$ cat src/rtl/sample_sequencer_az.sv
// sample_sequencer_az: slot scheduler in front of the AZ sample-acquisition block.
// For each active slot it parks the acquisition block with arm low, latches that
// slot's azmux/pc-switch values, arms acquisition, and counts completed hi/lo pairs.
// A pass over the slots runs once, or repeats when continuous_i is set.
// Optional feature macro: SEQ_TIMEOUT_EN adds a RUN-state watchdog that drives err_o.
module sample_sequencer_az #(
  parameter int NUM_SLOTS   = 4,
  parameter int SLOT_W      = 2,
  parameter int CNT_W       = 16,
  parameter int PARK_CYCLES = 4,
  parameter int TIMEOUT_W   = 24
) (
  input  logic              clk,
  input  logic              rst_n,
  input  logic              cfg_we_i,
  input  logic [SLOT_W-1:0] cfg_addr_i,
  input  logic [3:0]        cfg_azmux_lo_i,
  input  logic [3:0]        cfg_azmux_hi_i,
  input  logic [1:0]        cfg_pc_hi_i,
  input  logic [CNT_W-1:0]  cfg_npairs_i,
  input  logic [SLOT_W-1:0] cfg_last_slot_i,
  input  logic              run_i,
  input  logic              continuous_i,
  input  logic [2:0]        status_i,
  output logic [3:0]        azmux_lo_val_o,
  output logic [3:0]        azmux_hi_val_o,
  output logic [1:0]        sw_pc_ctl_hi_val_o,
  output logic              arm_trigger_o,
  output logic [SLOT_W-1:0] slot_o,
  output logic [CNT_W-1:0]  pair_count_o,
  output logic              busy_o,
  output logic              done_o,
  output logic              err_o
);

  localparam int PARK_W = $clog2(PARK_CYCLES + 1);
  localparam logic [PARK_W-1:0] PARK_LAST = PARK_W'(PARK_CYCLES - 1);

  typedef enum logic [2:0] {
    ST_IDLE  = 3'd0,
    ST_PARK  = 3'd1,
    ST_SETUP = 3'd2,
    ST_ARM   = 3'd3,
    ST_RUN   = 3'd4,
    ST_DONE  = 3'd5
  } state_t;

  state_t state_r, state_s;

  logic [3:0]       tbl_lo_r [NUM_SLOTS];
  logic [3:0]       tbl_hi_r [NUM_SLOTS];
  logic [1:0]       tbl_pc_r [NUM_SLOTS];
  logic [CNT_W-1:0] tbl_n_r  [NUM_SLOTS];

  logic              run_q_r;
  logic              st_q_r;
  logic              st_q2_r;
  logic [PARK_W-1:0] park_cnt_r, park_cnt_s;
  logic [SLOT_W-1:0] slot_r, slot_s;
  logic [CNT_W-1:0]  pair_cnt_r, pair_cnt_s;
  logic [CNT_W-1:0]  npairs_r;
  logic [3:0]        lo_r, hi_r;
  logic [1:0]        pc_r;
  logic              arm_r, busy_r, done_r;
  logic              load_s;
  logic              run_rise_s;
  logic              pair_fall_s;
  state_t            adv_state_s;
  logic [SLOT_W-1:0] adv_slot_s;
  logic [1:0]        status_unused_s;

  // Only bit0 (hi/lo phase) of the acquisition status matters here.
  assign status_unused_s = status_i[2:1];

  assign run_rise_s  = run_i & ~run_q_r;
  // A lo sample has completed when the registered phase bit falls.
  assign pair_fall_s = st_q2_r & ~st_q_r;

`ifdef SEQ_TIMEOUT_EN
  logic [TIMEOUT_W-1:0] wd_r;
  logic                 err_r;
  logic                 wd_load_s;
  logic                 err_set_s;
`endif

  // Configuration table: writes accepted in every state.
  always_ff @(posedge clk or negedge rst_n) begin
    if (!rst_n) begin
      for (int i = 0; i < NUM_SLOTS; i++) begin
        tbl_lo_r[i] <= 4'd0;
        tbl_hi_r[i] <= 4'd0;
        tbl_pc_r[i] <= 2'd0;
        tbl_n_r[i]  <= '0;
      end
    end else if (cfg_we_i) begin
      tbl_lo_r[cfg_addr_i] <= cfg_azmux_lo_i;
      tbl_hi_r[cfg_addr_i] <= cfg_azmux_hi_i;
      tbl_pc_r[cfg_addr_i] <= cfg_pc_hi_i;
      tbl_n_r[cfg_addr_i]  <= cfg_npairs_i;
    end
  end

  // Input synchronising registers for run edge and status phase edge detection.
  always_ff @(posedge clk or negedge rst_n) begin
    if (!rst_n) begin
      run_q_r <= 1'b0;
      st_q_r  <= 1'b0;
      st_q2_r <= 1'b0;
    end else begin
      run_q_r <= run_i;
      st_q_r  <= status_i[0];
      st_q2_r <= st_q_r;
    end
  end

  // Slot advance rule shared by the end of RUN and skipped slots in PARK.
  always_comb begin
    adv_state_s = ST_DONE;
    adv_slot_s  = slot_r;
    if (slot_r < cfg_last_slot_i) begin
      adv_state_s = ST_PARK;
      adv_slot_s  = slot_r + SLOT_W'(1);
    end else if ((slot_r == cfg_last_slot_i) && continuous_i) begin
      adv_state_s = ST_PARK;
      adv_slot_s  = '0;
    end else begin
      adv_state_s = ST_DONE;
      adv_slot_s  = slot_r;
    end
  end

  // Next-state logic; run_i low aborts from any active state with top priority.
  always_comb begin
    state_s    = state_r;
    slot_s     = slot_r;
    pair_cnt_s = pair_cnt_r;
    park_cnt_s = park_cnt_r;
    load_s     = 1'b0;
`ifdef SEQ_TIMEOUT_EN
    wd_load_s  = 1'b0;
    err_set_s  = 1'b0;
`endif
    case (state_r)
      ST_IDLE: begin
        if (run_rise_s) begin
          state_s    = ST_PARK;
          slot_s     = '0;
          park_cnt_s = '0;
        end else begin
          state_s = ST_IDLE;
        end
      end
      ST_PARK: begin
        if (!run_i) begin
          state_s = ST_IDLE;
        end else if (park_cnt_r == PARK_LAST) begin
          park_cnt_s = '0;
          if (tbl_n_r[slot_r] == '0) begin
            state_s = adv_state_s;
            slot_s  = adv_slot_s;
          end else begin
            state_s    = ST_SETUP;
            load_s     = 1'b1;
            pair_cnt_s = '0;
          end
        end else begin
          park_cnt_s = park_cnt_r + PARK_W'(1);
        end
      end
      ST_SETUP: begin
        if (!run_i) begin
          state_s = ST_IDLE;
        end else begin
          state_s = ST_ARM;
        end
      end
      ST_ARM: begin
        if (!run_i) begin
          state_s = ST_IDLE;
        end else begin
          state_s = ST_RUN;
`ifdef SEQ_TIMEOUT_EN
          wd_load_s = 1'b1;
`endif
        end
      end
      ST_RUN: begin
        if (!run_i) begin
          state_s = ST_IDLE;
`ifdef SEQ_TIMEOUT_EN
        end else if (wd_r == '0) begin
          state_s   = ST_IDLE;
          err_set_s = 1'b1;
`endif
        end else if (pair_fall_s) begin
          pair_cnt_s = pair_cnt_r + CNT_W'(1);
`ifdef SEQ_TIMEOUT_EN
          wd_load_s  = 1'b1;
`endif
          if (pair_cnt_s == npairs_r) begin
            state_s    = adv_state_s;
            slot_s     = adv_slot_s;
            park_cnt_s = '0;
          end else begin
            state_s = ST_RUN;
          end
        end else begin
          state_s = ST_RUN;
        end
      end
      ST_DONE: begin
        state_s = ST_IDLE;
      end
      default: begin
        state_s = ST_IDLE;
      end
    endcase
  end

  // Sequencer state and counters.
  always_ff @(posedge clk or negedge rst_n) begin
    if (!rst_n) begin
      state_r    <= ST_IDLE;
      slot_r     <= '0;
      pair_cnt_r <= '0;
      park_cnt_r <= '0;
    end else begin
      state_r    <= state_s;
      slot_r     <= slot_s;
      pair_cnt_r <= pair_cnt_s;
      park_cnt_r <= park_cnt_s;
    end
  end

  // Registered outputs; slot values latch on entry to SETUP so they settle before arm rises.
  always_ff @(posedge clk or negedge rst_n) begin
    if (!rst_n) begin
      lo_r     <= 4'd0;
      hi_r     <= 4'd0;
      pc_r     <= 2'd0;
      npairs_r <= '0;
      arm_r    <= 1'b0;
      busy_r   <= 1'b0;
      done_r   <= 1'b0;
    end else begin
      if (load_s) begin
        lo_r     <= tbl_lo_r[slot_r];
        hi_r     <= tbl_hi_r[slot_r];
        pc_r     <= tbl_pc_r[slot_r];
        npairs_r <= tbl_n_r[slot_r];
      end
      arm_r  <= (state_s == ST_ARM) || (state_s == ST_RUN);
      busy_r <= (state_s != ST_IDLE);
      done_r <= (state_s == ST_DONE);
    end
  end

`ifdef SEQ_TIMEOUT_EN
  // Watchdog: reloads on RUN entry and each counted pair, counts down while in RUN.
  always_ff @(posedge clk or negedge rst_n) begin
    if (!rst_n) begin
      wd_r <= '0;
    end else if (wd_load_s) begin
      wd_r <= '1;
    end else if (state_r == ST_RUN) begin
      wd_r <= wd_r - TIMEOUT_W'(1);
    end
  end

  // Sticky watchdog error, cleared by a fresh run request.
  always_ff @(posedge clk or negedge rst_n) begin
    if (!rst_n) begin
      err_r <= 1'b0;
    end else if (run_rise_s) begin
      err_r <= 1'b0;
    end else if (err_set_s) begin
      err_r <= 1'b1;
    end
  end

  assign err_o = err_r;
`else
  assign err_o = 1'b0;
`endif

  assign azmux_lo_val_o     = lo_r;
  assign azmux_hi_val_o     = hi_r;
  assign sw_pc_ctl_hi_val_o = pc_r;
  assign arm_trigger_o      = arm_r;
  assign slot_o             = slot_r;
  assign pair_count_o       = pair_cnt_r;
  assign busy_o             = busy_r;
  assign done_o             = done_r;

endmodule
$ cat config.mk
export PLATFORM = sky130hd
export DESIGN_NAME = sample_sequencer_az
export DESIGN_NICKNAME = d
export VERILOG_FILES = /design/src/rtl/sample_sequencer_az.sv
export SDC_FILE = /design/constraint.sdc
export NUM_CORES = 1
export LEC_CHECK = 0
export CAP_MARGIN = 20
export CORE_MARGIN = 3
export CORE_UTILIZATION = 58
export DETAILED_ROUTE_END_ITERATION = 8
export GPL_TIMING_DRIVEN = 0
export PLACE_DENSITY = 0.8
export SYNTH_ARGS = -nofsm -noshare
export SYNTH_HDL_FRONTEND = slang
export SYNTH_SLANG_ARGS = --single-unit
$ cat constraint.sdc
create_clock -name clk -period 3.55 [get_ports clk]
set_input_delay 0.8875 -clock clk [delete_from_list [all_inputs] [get_ports clk]]
set_output_delay 0.8875 -clock clk [all_outputs]
set_load 0.05 [all_outputs]
### Word level (Yosys, flattened, before mapping)

Index checks and enable logic that the tools add are counted.

* logic and storage cells: 133
* memories: 0
* latch bits: 0
* input port bits: 38
* memory bits (writable): 0
* bits in read-only memories: 0
* output and inout port bits: 32
* bits in registers: 160

* multiplexer cells: 61
* shift-type cells: 0
* reductions and logical operators: 11
* multipliers: 0
* div/mod/pow operators: 0
* bitwise operators: 6
* add/subtract/negate cells: 3
* equality and inequality tests: 18
* $lt $le $gt $ge: 4

Operators with widths (count)
* $mux 16: 8
* $bwmux 64: 1
* $mux 3: 15
* $bmux 16 s2: 1
* $bwmux 16: 2
* $demux 16 s2: 1
* $pmux 16 s2: 1
* $mux 2: 13
* $mux 4: 5
* $add 16x1->16 const B: 1
* $bmux 4 s2: 2
* $eq 16x16->1: 1
* $logic_not 16->1: 1
* $ne 2x2->1 const B: 8
* $pmux 3 s5: 1
* $eq 3x2->1 const B: 4
* $reduce_and 6->1: 2
* $eq 3x3->1 const B: 3
* $pmux 3 s3: 1
* $bwmux 8: 1
* $demux 4 s2: 1
* $reduce_and 8->1: 1
* $ge 3x3->1 const B: 2
* $not 2->3: 2
* 17 further kinds: 25

### Logic depth before layout (Yosys ltp)

Gate-level depths: netlist of run 1.

* depth after elaboration: 11
* gate-level depth with buffers: 12
* gate-level depth less buffers: 9

### Worst setup path after synthesis of run 1

Ideal clock, no wire load.

* kind: reg2reg
* start: register slot_r[0], in the netlist slot_o[0]
* end: register busy_r, in the netlist busy_o
* library setup time: 0.139 ns
* required time: 3.411 ns
* stages on the path, launching flop included: 10
* buffers on the path: 3
* path slack: 0.469 ns
* arrival time: 2.943 ns
* cell sequence: dfrtp_1 -> buf_6 -> buf_8 -> buf_1 -> inv_1 -> ha_1 -> a31oi_1 -> a41o_1 -> and3_1 -> or4_4

* word-level cells in the longest chain between the ends: 10
* elaborated cells between the ends (all ways): 18
* those cells by class: 1 x order compare; 1 x eq/ne; 12 x mux; 1 x bitwise; 3 x reduce/logical

Ends and longest elaborated chain
* start, declared: RTL line 59 `logic [SLOT_W-1:0] slot_r, slot_s;`
* start signal, assigned: RTL line 229 `slot_r <= slot_s;`
* $not 2->3 (implied by the code): RTL line 158 `if (tbl_n_r[slot_r] == '0) begin`
* $bmux 16 s2: RTL line 158
* $mux 16 (implied by the code) (2 in series): RTL line 158
* $logic_not 16->1: RTL line 158
* $mux 3: RTL line 158
* $mux 3: RTL line 156 `end else if (park_cnt_r == PARK_LAST) begin`
* $mux 3: RTL line 154 `if (!run_i) begin`
* $pmux 3 s5 (*): RTL line 143 `case (state_r)`
* $reduce_bool 3->1 (*): RTL line 253 `busy_r <= (state_s != ST_IDLE);`
* end signal, assigned: RTL line 253
* end, declared: RTL line 64 `logic arm_r, busy_r, done_r;`

Every way passes the cells marked *; elsewhere a longest branch is shown, timed or not. The select of a mux whose other input is x is not followed.
A chain may end at the register's enable or synchronous reset.

### Final worst setup path of run 1

* start: register pair_cnt_r[0], in the netlist pair_count_o[0]
* end: register slot_r[1], in the netlist slot_o[1]

* word-level cells in the longest chain between the ends: 4

Ends and longest elaborated chain
* start, declared: RTL line 60 `logic [CNT_W-1:0] pair_cnt_r, pair_cnt_s;`
* start signal, assigned: RTL line 230 `pair_cnt_r <= pair_cnt_s;`
* $add 16x1->16: RTL line 196 `pair_cnt_s = pair_cnt_r + CNT_W'(1);`
* $eq 16x16->1: RTL line 200 `if (pair_cnt_s == npairs_r) begin`
* $ne 2x2->1 (no line)
* $reduce_and 8->1 (no line)

No other way between the ends.

==> summary.md, run 1 <==
| Metric | Value |
|---|---|
| Final setup fails | `0` |
| Largest family of logic cells by synthesized area | `multiplexers` |
| Most frequent cells in the layout | `dfrtp_1, mux2_2, clkdlybuf4s50_1` |
| Worst min-delay path class | `register to register` |
| CP max-delay cell | `or4_4` |
| Unrepaired setup endpoints after global routing | `no` |
| All-Layer GR Usage | `0.237` |
| Worst reg2reg endpoint | `slot_o[1]` |
| Post-Route WL | `between 15 and 20 mm` |
| Vias per std cell | `between 5 and 6` |
| CORE AREA | `approximately 13000 um^2` |
| DR WL/cell | `slightly below 20 um` |
| Kind of critical path | `register to register` |
| Synth Area in Compound Gates | `0.0524` |
| Min-Delay Path Depth | `0` |
| Critical path fanouts, max | `8` |
| Synth Instances | `roughly 560` |
| Root buffer cell | `clkbuf_16` |
| Hold Buf Count CTS | `0` |
| Commonest non-fill, non-tap cell in the layout | `dfrtp_1` |
| FMAX | `just over 300 MHz` |
| Max rail drop VDD | `333 uV` |
| Max cap viols | `0` |
| Cell Rows | `between 40 and 50` |
| Final ANT Viol Nets | `0` |
| Synth Area in XOR/XNOR | `0.0242` |
| Mux cell area share after synthesis | `0.281` |
| Avg Inst Size Synth | `13.5 um^2` |
| Setup_tns | `0 ns` |
| Initial antenna violation count | `0` |
| Min setup slack post-route | `roughly 0.3 ns` |
| Num CTS Buffers | `17` |
| Flop-to-flop setup slack | `between 0.2 and 0.3 ns` |
| Congestion Overflow GR | `0` |
| Leakage dissipation | `3.93 nW` |
| Number of port buffers | `between 60 and 70` |
| Clock slew seen by the registers of the worst setup and hold paths | `approximately 0.06 ns` |
| Critical Path AT | `between 3 and 4 ns` |
| Ys Warns | `0` |
| Final Hold Fails | `0` |
| Clock Tree Buf Depth | `2` |
| Syn nets | `about 600` |
| Max Transition Viols Final | `0` |
| CTS sink count | `160` |
| Clock tree from TritonCTS | `yes` |
| Clock skew | `between 0.01 and 0.015 ns` |
| Crit-path cells | `ha_1 -> nand3_2 -> or4_4 -> xnor2_1 -> nand3_1 -> or4_1 -> o21ai_1 -> nand3_1 -> o41ai_2` |
| Status | `completed` |
| Detailed-router iteration count before antenna repair | `7` |
| Final Cell Area | `about 9100 um^2` |
| Pre-CTS WS | `approximately 0.11 ns` |
| EDFF count, synth | `0` |
| Vias | `approximately 5000` |
| CP Capture Type | `register` |
| R2r worst-path depth | `9` |
| GPL Wtd Cong | `between 0.8 and 0.9` |
| Layout cells sized above 1 | `0.320` |
| Power Density | `between 500 and 600 nW/um^2` |
| Hold_sp | `st_q_r` |
| Final hold slack | `between 0.3 and 0.4 ns` |
| Die area | `around 14000 um^2` |
| Prevailing post-synth register cell | `dfrtp_1` |
| Drt drc | `0` |
| 1st-iter DRT viols | `between 300 and 400` |
| # diodes | `0` |
| Area grow syn2layout | `19.9%` |
| Die extent in y | `approximately 120 um` |
| Final period util | `0.917` |
| DIE WIDTH | `~120 um` |
| Cell repeated most along the worst path | `nand3_1` |
| Final std cells w/o fill | `approximately 830` |
| Max incr delay on CP | `between 0.5 and 0.6 ns` |
| Post-synthesis simple-gate area fraction | `0.0825` |
| Adder-cell share of the synthesized area | `0.00660` |
| Post-synth cell types | `63` |
| Initial Utilization | `0.596` |
| CP Launch Type | `register` |
| Post-synthesis sequential area ratio | `0.528` |
| Cell Area, Placed | `between 8000 and 9000 um^2` |
| Hold Path Sink | `st_q2_r` |
| HPWL after DPL | `11.2 mm` |
| FFs w/ async S/R, synth | `1.00` |
| Placed Instances | `~800` |
| Crit path required time | `roughly 3.9 ns` |
| Vias in the first global route | `roughly 5000` |
| Slew @ Worst Pin | `just under 0.8 ns` |
| Largest net degree at the start of global routing | `around 110` |
| Worst slew margin | `0.488` |
| IO Pins | `70` |
| Later-pin clock latency in the skew report | `between 0.4 and 0.5 ns` |
| Mapped Area | `about 7600 um^2` |
| FF-to-FF Start | `pair_count_o[0]` |
| H-tree Lvls | `4` |
| Minimum clock period | `around 3.3 ns` |
| Number of synthesized register bits | `160` |
| First-pass GRT wire length | `approximately 27 mm` |
| Nets@finish | `689` |
[sequential cells by signal (all words and copies together), names as in the netlist, 2 cells and up]
register and count:
tbl_pc_r 8, pair_count_o 16, npairs_r 16, azmux_lo_val_o 4
tbl_lo_r 16, slot_o 2, tbl_hi_r 16, state_r 3
tbl_n_r 64, azmux_hi_val_o 4, sw_pc_ctl_hi_val_o 2, park_cnt_r 3
[layer usage]
| layer | global-route usage | wire (um) |
|---|---|---|
| met5 | 0 | 0 |
| met4 | 0.0829 | 314 |
| met3 | 0.0500 | 707 |
| met2 | 0.391 | 8150 |
| met1 | 0.313 | 6920 |
[where the power goes]
group	switching [mW]	internal [mW]	total [mW]	leakage (nW)
clock network	0.707	1.13	1.84	0.292
logic	0.515	0.591	1.11	1.64
registers	0.154	2.10	2.26	2.00
[what timing repair did]
action	CTS	global route
endpoints found under the hold margin	0	0
endpoints found under the setup margin	0	9
setup buffers	0	0
resized for setup	0	2
[metrics by stage]
step           utilization  power (mW)
4_1_cts              0.715        5.24
6_report             0.715        5.20
3_3_place_gp         0.665        3.33
5_1_grt              0.715        5.43
2_1_floorplan            -        3.04
3_5_place_dp         0.668        3.39
[critical path, delay by kind of cell, from the launching register on]
family | cells | cell delay [ns]
compound gates | 2 | 0.55
flops | 1 | 0.51
fa+ha+maj | 1 | 0.33
simple gates | 5 | 1.52
xor+xnor | 1 | 0.25
[synthesized netlist by cell type (3+ instances only)]
| cell | number | area (um^2) |
|---|---|---|
| xnor2_1 | 14 | 123 |
| a21oi_1 | 10 | 50.1 |
| o31ai_1 | 4 | 30.0 |
| o21ai_0 | 34 | 170 |
| nand4_1 | 9 | 56.3 |
| nor2_1 | 18 | 67.6 |
| dfrtp_1 | 160 | 4000 |
| and3_1 | 8 | 50.1 |
| nor3_1 | 6 | 30.0 |
| nand3_1 | 11 | 55.1 |
| clkbuf_1 | 16 | 60.1 |
| ha_1 | 4 | 50.1 |
| mux2_2 | 132 | 1490 |
| nor2b_1 | 3 | 18.8 |
| nor4_1 | 4 | 25.0 |
| mux4_2 | 18 | 405 |
| inv_1 | 10 | 37.5 |
| a31oi_1 | 5 | 31.3 |
| mux4_1 | 8 | 210 |
| nand2_1 | 20 | 75.1 |
| xor2_1 | 7 | 61.3 |
| buf_2 | 8 | 40.0 |
[logic make-up (layout without fill, tap and decap cells)]
kind of cell / after synthesis / after routing
simple gates: 108 / 108
fa+ha+maj: 4 / 4
compound gates: 66 / 66
other cells: 1 / 1
mux: 161 / 161
buf+inv: 40 / 139
flops: 160 / 160
xor+xnor: 21 / 21
[how the worst max path moves through the flow]
stage	end	startpoint	cells past startpoint	slack, ns
global route	pair_count_o[15]	slot_o[0]	10	0.13
global placement	azmux_lo_val_o[3]	rst_n	1	-4.40
CTS	azmux_lo_val_o[0]	slot_o[1]	9	0.07
floorplan	busy_o	slot_o[0]	9	0.47
detailed placement	azmux_lo_val_o[0]	slot_o[1]	9	0.11
finish	slot_o[1]	pair_count_o[0]	9	0.29
[cell type report]
class / count / area [um^2]
clock buffers: 24 / 502
clock inverters: 8 / 103
plain buffers: 29 / 148
flip-flops and latches: 160 / 4000
repair buffers: 68 / 694
inverters: 10 / 37.5
multi-input cells: 361 / 3390
well taps: 172 / 215
fillers: 929 / 3620
(Power assumes the default switching activity.)
==> inputs of run 2 (changes only) <==
--- a/config.mk
+++ b/config.mk
@@ -5,6 +5,7 @@
 export SDC_FILE = /design/constraint.sdc
 export NUM_CORES = 1
 export LEC_CHECK = 0
+export ABC_AREA = 1
 export CAP_MARGIN = 20
 export CORE_MARGIN = 3
 export CORE_UTILIZATION = 58
==> summary.md, run 2 <==
| Metric | Value |
|---|---|
| Status | `completed` |
| Final std cells w/o fill | `1212 (+46%)` |
| CTS sink count | `160 (unchanged)` |
| Root buffer cell | `clkbuf_16` |
| 1st-iter DRT viols | `754 (+98%)` |
| Switching Fraction | `0.366 (+0.102)` |
| Initial antenna violation count | `0 (unchanged)` |
| First-pass GRT wire length | `32.2 mm (+21%)` |
| EDFF count, synth | `0 (unchanged)` |
| Final Hold Fails | `0 (unchanged)` |
| Final hold slack | `0.372 ns (-0.0109 ns)` |
| HPWL after DPL | `13.8 mm (+24%)` |
| Post-Route WL | `19.8 mm (+23%)` |
| # fillers | `1025 (+10%)` |
| Clock skew | `0.00842 ns (-0.00176 ns)` |
| Resized cells post-CTS | `0 (unchanged)` |
| Sequential share of power | `0.384 (-0.050)` |
| Number of port buffers | `66 (unchanged)` |
| Post-synth cell types | `38 (-40%)` |
| Final setup fails | `0 (unchanged)` |
| Flop-to-flop setup slack | `0.73 ns (+0.44 ns)` |
| Clock slew seen by the registers of the worst setup and hold paths | `0.06 ns (about the same)` |
| Final core occ | `0.716 (+0.000850)` |
| Vias in the first global route | `6380 (+24%)` |
| Number of flip-flops under the largest register name | `64 (unchanged)` |
| Crit path required time | `3.84 ns (-0.03 ns)` |
| Avg Inst Size Synth | `8.15 um^2 (-40%)` |
| FF-to-FF Start | `slot_o[0]` |
| Max incr delay on CP | `0.46 ns (-0.09 ns)` |
| Vias | `6845 (+38%)` |
| Footprint of the multi-input gates | `3120 um^2 (-8.1%)` |
| Number of synthesized register bits | `160 (unchanged)` |
| Critical Path AT | `3.10 ns (-0.48 ns)` |
| Worst reg2reg endpoint | `azmux_hi_val_o[1]` |
| Pwr Total | `6.00 mW (+15%)` |
| GPL Wtd Cong | `0.875 (+2.2%)` |
| All-Layer GR Usage | `0.282 (+0.0456)` |
| Drt drc | `0 (unchanged)` |
| Prevailing post-synth register cell | `dfrtp_1` |
| Slew @ Worst Pin | `0.705 ns (-0.0636 ns)` |
| Clock Tree Buf Depth | `2 (unchanged)` |
| Hold Buf Count CTS | `0 (unchanged)` |
| Layout cells sized above 1 | `0.0654 (-0.254)` |
| Comb power frac | `0.323 (+0.110)` |
| Cell Area, Placed | `8580 um^2 (+0.97%)` |
| Critical path fanouts, max | `10 (+2)` |
| Hold Path Sink | `st_q2_r` |
| CP Launch Type | `register` |
| Sw power | `2.20 mW (+60%)` |
| FMAX | `355 MHz (+16%)` |
| Top reg by flops | `tbl_n_r` |
| Clock network fraction of total power | `0.293 (-0.060)` |
| Area grow syn2layout | `19.2%` |
| Gr busiest metal | `met2` |
| Min-Delay Path Depth | `0 (unchanged)` |
| IO Pins | `70 (unchanged)` |
| Pre-CTS WS | `0.747 ns (+0.640 ns)` |
| Minimum clock period | `2.82 ns (-0.440 ns)` |
| CP Buf/Inv Count | `3 (+3)` |
| Worst min-delay path class | `register to register` |
| CP top delay family | `buffers and inverters` |
| Max rail drop VDD | `417 uV (+25%)` |
| CP max-delay cell | `clkbuf_1` |
| Die extent in y | `121 um (+0.55%)` |
| Reg area | `4000 um^2 (unchanged)` |
| Placed Instances | `1180 (+47%)` |
| Synth Instances | `941 (+68%)` |
| Top post-synthesis cells by area | `dfrtp_1, nand2_1, o21ai_0` |
| Ys Warns | `0 (unchanged)` |
| GR Util met2 | `0.462 (+0.0711)` |
| Mapped Area | `7670 um^2 (+1.2%)` |
| Detailed-router iteration count before antenna repair | `8 (+1)` |
| Congestion Overflow GR | `0 (unchanged)` |
| Largest net degree at the start of global routing | `85 (-19%)` |
| DIE WIDTH | `121 um (+0.55%)` |
| Hold_sp | `st_q_r` |
| Post-synthesis sequential area ratio | `0.522 (-0.00602)` |
| Commonest non-fill, non-tap cell in the layout | `nand2_1` |
| Final Cell Area | `9150 um^2 (+0.52%)` |
| Vias per std cell | `5.65 (-5.3%)` |
| Met1 Use GR | `0.378 (+0.0645)` |
| Power Internal | `3.80 mW (-0.56%)` |
| Share of the synthesized area in the top cell type | `0.522 (-0.00602)` |
| Max Transition Viols Final | `0 (unchanged)` |
| Later-pin clock latency in the skew report | `0.43 ns (about the same)` |
| Nets@finish | `1069 (+55%)` |
| Final ANT Viol Nets | `0 (unchanged)` |
| Met3 Usage GRT | `0.0648 (+0.0148)` |
| H-tree Lvls | `4 (unchanged)` |
| Initial Utilization | `0.601 (+0.00446)` |
| R2r worst-path depth | `10 (+1)` |
| Max cap viols | `0 (unchanged)` |
| Min setup slack post-route | `0.733 ns (+0.440 ns)` |
| DR WL/cell | `16.4 um (-15%)` |
| CORE AREA | `12800 um^2 (+0.40%)` |
| FFs w/ async S/R, synth | `1.00 (unchanged)` |
| Most common cell in the synthesized netlist | `nand2_1` |
| Area leader, netlist | `dfrtp_1` |
| Unrepaired setup endpoints after global routing | `no` |
| Syn nets | `983 (+63%)` |
| Worst slew margin | `0.530 (+0.0424)` |
| Num CTS Buffers | `17 (unchanged)` |
| Die area | `14600 um^2 (+1.1%)` |
| # Post-CTS Setup Buffers | `0 (unchanged)` |
| Setup_tns | `0 ns (unchanged)` |
| Final period util | `0.794 (-0.124)` |
| Kind of critical path | `register to register` |
| Crit-path cells | `buf_4 -> clkbuf_1 -> o21ai_0 -> nand2_1 -> nand2_1 -> nor2_1 -> nand4_1 -> nand4_2 -> clkbuf_1 -> o21ai_0` |
| # diodes | `0 (unchanged)` |
| CP Capture Type | `register` |
| Leakage dissipation | `4.32 nW (+9.9%)` |
| Cell Rows | `41 (unchanged)` |
| Synth top cells by count | `nand2_1, dfrtp_1, o21ai_0` |
| Clock tree from TritonCTS | `yes` |
| Most frequent cells in the layout | `nand2_1, dfrtp_1, o21ai_0` |
| Power Density | `656 nW/um^2 (+15%)` |
-- run 2: cell types whose count changed after synthesis, moves of 9 or more --
cell | previous run | this run
a21oi_1 | 10 | 23
a32o_1 | 0 | 10
clkbuf_1 | 16 | 30
inv_1 | 10 | 80
mux2_2 | 132 | 0
mux4_2 | 18 | 0
nand2_1 | 20 | 276
nand3_1 | 11 | 45
nor2_1 | 18 | 57
o21ai_0 | 34 | 159
o21ai_1 | 1 | 13
o22a_1 | 0 | 9
xnor2_1 | 14 | 2
-- run 2: cells by family (layout without fill, tap and decap cells) --
group                      after synthesis  in the layout  synth area share
DFF                                    160            160             0.522
AOI/OAI and AO/OA                      223            223             0.159
and+or+nand+nor                        412            412             0.225
adders and majority gates                4              4           0.00652
other                                    1              1          0.000489
buffers and inverters                  132            231            0.0717
xor gates and xnor gates                 9              9            0.0157
-- run 2: how the worst max path moves through the flow --
stage / start / end / slack, ns / depth (start not counted)
finish: slot_o[0] / azmux_hi_val_o[1] / 0.73 / 10
detailed placement: slot_o[0] / azmux_hi_val_o[1] / 0.75 / 10
floorplan: slot_o[0] / arm_trigger_o / 1.19 / 15
global route: slot_o[0] / azmux_hi_val_o[1] / 0.47 / 10
global placement: rst_n / tbl_hi_r[13] / -4.77 / 1
CTS: slot_o[0] / azmux_hi_val_o[1] / 0.71 / 10
-- run 2: cell type report --
type | instances | area share
Buffer | 48 | 0.0257
Clock buffer | 21 | 0.0503
Clock inverter | 11 | 0.0116
Inverter | 84 | 0.0345
Multi-Input combinational cell | 649 | 0.341
Sequential cell | 160 | 0.438
Tap cell | 172 | 0.0235
Timing Repair Buffer | 67 | 0.0754
-- run 2: worst register-to-register path, delay by kind of cell, from the launching register on --
| family | cells | cell delay (ns) |
|---|---|---|
| buffers and inverters | 3 | 1.02 |
| AND/OR/NAND/NOR | 5 | 0.87 |
| flip-flops | 1 | 0.44 |
| AO/OA/AOI/OAI | 2 | 0.35 |
-- run 2: metal layers --
layer | wire length [um] | share of wire
met1 | 8430 | 0.43
met2 | 9580 | 0.48
met3 | 1440 | 0.073
met4 | 370 | 0.019
met5 | 0 | 0
-- run 2: power by group through the flow --
stage / clock [mW] / combinational [mW] / sequential (mW)
floorplan: 0 / 1.16 / 2.41
finish: 1.76 / 1.94 / 2.31
global route: 1.84 / 2.14 / 2.33
CTS: 1.77 / 1.92 / 2.30
detailed placement: 0 / 1.91 / 2.33
global placement: 0 / 1.86 / 2.32
==> inputs of run 3 (changes only) <==
--- a/config.mk
+++ b/config.mk
@@ -8,10 +8,10 @@
 export ABC_AREA = 1
 export CAP_MARGIN = 20
 export CORE_MARGIN = 3
-export CORE_UTILIZATION = 58
+export CORE_UTILIZATION = 52
 export DETAILED_ROUTE_END_ITERATION = 8
 export GPL_TIMING_DRIVEN = 0
-export PLACE_DENSITY = 0.8
+export PLACE_DENSITY = 0.76
 export SYNTH_ARGS = -nofsm -noshare
 export SYNTH_HDL_FRONTEND = slang
 export SYNTH_SLANG_ARGS = --single-unit
==> constraint.sdc (replaced) <==
create_clock -name clk -period 2.3 [get_ports clk]
set_input_delay 0.575 -clock clk [delete_from_list [all_inputs] [get_ports clk]]
set_output_delay 0.575 -clock clk [all_outputs]
set_load 0.05 [all_outputs]
==> summary.md, run 3 (same netlist as run 2, synthesis figures left out) <==
| Metric | Value |
|---|---|
| Final Hold Fails | `0 (unchanged)` |
| IO Pins | `70 (unchanged)` |
| Root buffer cell | `clkbuf_16` |
| Top reg by flops | `tbl_n_r` |
| All-Layer GR Usage | `0.267 (-0.0151)` |
| Gr busiest metal | `met2` |
| Pwr Total | `9.95 mW (+66%)` |
| Kind of critical path | `register to register` |
| Vias | `7134 (+4.2%)` |
| Most frequent cells in the layout | `nand2_1, dfrtp_1, o21ai_0` |
| Final core occ | `0.692 (-0.0241)` |
| CP startpoint | `slot_o[0]` |
| HPWL after DPL | `14.0 mm (+1.2%)` |
| Congestion Overflow GR | `0 (unchanged)` |
| Vias in the first global route | `6834 (+7.1%)` |
| # fillers | `1125 (+9.8%)` |
| Final ANT Viol Nets | `0 (unchanged)` |
| Power Density | `1020 nW/um^2 (+55%)` |
| Critical path fanouts, max | `10 (unchanged)` |
| FF-to-FF Start | `slot_o[0]` |
| Vias per std cell | `5.71 (+1.1%)` |
| Later-pin clock latency in the skew report | `0.43 ns (about the same)` |
| CORE AREA | `14100 um^2 (+11%)` |
| Final period util | `1.03 (+0.238)` |
| Die area | `16300 um^2 (+11%)` |
| Status | `complete, but fails checks` |
| Area grow syn2layout | `27.6%` |
| Detailed-router iteration count before antenna repair | `5 (-3)` |
| CP Launch Type | `register` |
| Die extent in y | `127 um (+5.3%)` |
| Unrepaired setup endpoints after global routing | `yes` |
| Leakage dissipation | `4.74 nW (+9.8%)` |
| Final hold slack | `0.0274 ns (-0.345 ns)` |
| Clock slew seen by the registers of the worst setup and hold paths | `0.06 ns (about the same)` |
| Worst min-delay path class | `input pin to async pin` |
| Met1 Use GR | `0.356 (-0.0215)` |
| GR Util met2 | `0.426 (-0.0362)` |
| Clock skew | `0.0107 ns (+0.00231 ns)` |
| Max cap viols | `0 (unchanged)` |
| Worst slew margin | `0.557 (+0.0273)` |
| Max rail drop VDD | `754 uV (+81%)` |
| Max Transition Viols Final | `0 (unchanged)` |
| DIE WIDTH | `127 um (+5.3%)` |
| Num CTS Buffers | `17 (unchanged)` |
| Final setup fails | `19 (+19)` |
| Largest net degree at the start of global routing | `118 (+39%)` |
| H-tree Lvls | `4 (unchanged)` |
| Minimum clock period | `2.37 ns (-0.444 ns)` |
| Number of flip-flops under the largest register name | `64 (unchanged)` |
| 1st-iter DRT viols | `708 (-6.1%)` |
| R2r worst-path depth | `16 (+6)` |
| Commonest non-fill, non-tap cell in the layout | `nand2_1` |
| Post-Route WL | `21.7 mm (+9.3%)` |
| Violated checks | `negative setup slack` |
| Met3 Usage GRT | `0.0581 (-0.00669)` |
| Crit path required time | `2.62 ns (-1.22 ns)` |
| Flop-to-flop setup slack | `-0.07 ns (-0.81 ns)` |
| CP Capture Type | `register` |
| Clock tree from TritonCTS | `yes` |
| Drt drc | `0 (unchanged)` |
| Nets@finish | `1100 (+2.9%)` |
| CTS sink count | `160 (unchanged)` |
| FMAX | `421 MHz (+19%)` |
| Number of port buffers | `66 (unchanged)` |
| Cell Area, Placed | `8600 um^2 (+0.20%)` |
| Min setup slack post-route | `-0.0728 ns (-0.806 ns)` |
| Final Cell Area | `9790 um^2 (+7.0%)` |
| Initial Utilization | `0.542 (-0.0584)` |
| Cell Rows | `43 (+4.9%)` |
| DR WL/cell | `17.3 um (+6.0%)` |
| Reg area | `4010 um^2 (+0.19%)` |
| Critical Path AT | `2.70 ns (-0.40 ns)` |
| # diodes | `0 (unchanged)` |
| Clock Tree Buf Depth | `2 (unchanged)` |
| Slew @ Worst Pin | `0.661 ns (-0.0434 ns)` |
| Footprint of the multi-input gates | `3370 um^2 (+7.9%)` |
| First-pass GRT wire length | `34.0 mm (+5.7%)` |
| Layout cells sized above 1 | `0.150 (+0.0851)` |
| Initial antenna violation count | `0 (unchanged)` |
| GPL Wtd Cong | `0.882 (+0.83%)` |
[run 3: cell types whose count changed in the layout (fill, tap and decap cells not counted), moves of 11 or more]
cell,delta
buf_4,+21
buf_6,+16
clkdlybuf4s50_1,-14
nand2_1,-19
nand2_2,+16
nor2_1,-11
o21ai_0,-18
o21ai_1,+12
[run 3: repair_timing]
item,in CTS,in global routing
setup buffers,9,14
cloned,3,6
resized for setup,62,90
hold buffers,0,0
endpoints found under the hold margin,0,0
pin swaps,17,34
endpoints found under the setup margin,55,59
[run 3: power breakdown]
part / total (mW) / leakage, nW / switching, mW / internal [mW]
combinational: 3.70 / 2.41 / 2.23 / 1.47
sequential: 3.58 / 2.05 / 0.312 / 3.27
clock: 2.68 / 0.276 / 1.11 / 1.57
[run 3: worst max-delay path: stages (launching register included)]
cell and delay, ns:
dfrtp_2 0.49, inv_2 0.09, buf_6 0.14, buf_8 0.14, nand2_2 0.06, nand3_2 0.07, nand2_2 0.11, nand2_1 0.07
nor2_2 0.16, nand4_1 0.23, nand2_2 0.15, nand2_2 0.08, nand2_4 0.13, buf_6 0.12, buf_6 0.11, nand2_2 0.05
o31ai_1 0.08
[run 3: routing by layer]
layer / part of all wire / wire length [um]
met1: 0.42 / 9070
met2: 0.49 / 10500
met3: 0.069 / 1500
met4: 0.027 / 587
met5: 0 / 0
[run 3: area by class of cell]
cell class | instances | area share
well taps | 180 | 0.0230
plain buffers | 47 | 0.0328
clock inverters | 9 | 0.00856
repair buffers | 98 | 0.101
flip-flops and latches | 160 | 0.410
clock buffers | 22 | 0.0484
multi-input cells | 650 | 0.344
inverters | 84 | 0.0330
[run 3: worst paths after layout]
path                                    end
max in group asynchronous      tbl_hi_r[13]
min in group clk                    st_q2_r
setup / recovery           pair_count_o[14]
setup reg to reg           pair_count_o[14]
hold / removal              pair_count_o[9]
hold reg to reg                     st_q2_r
[run 3: through the flow]
stage	setup slack, ns	TNS [ns]	std cells
after floorplan	0.0556	0	941
after global placement	-6.37	-943.85	1187
after detailed placement	-0.444	-16.70	1188
after CTS	-0.0438	-0.268	1231
after global routing	-0.160	-4.47	1250
final	-0.0728	-0.861	1250
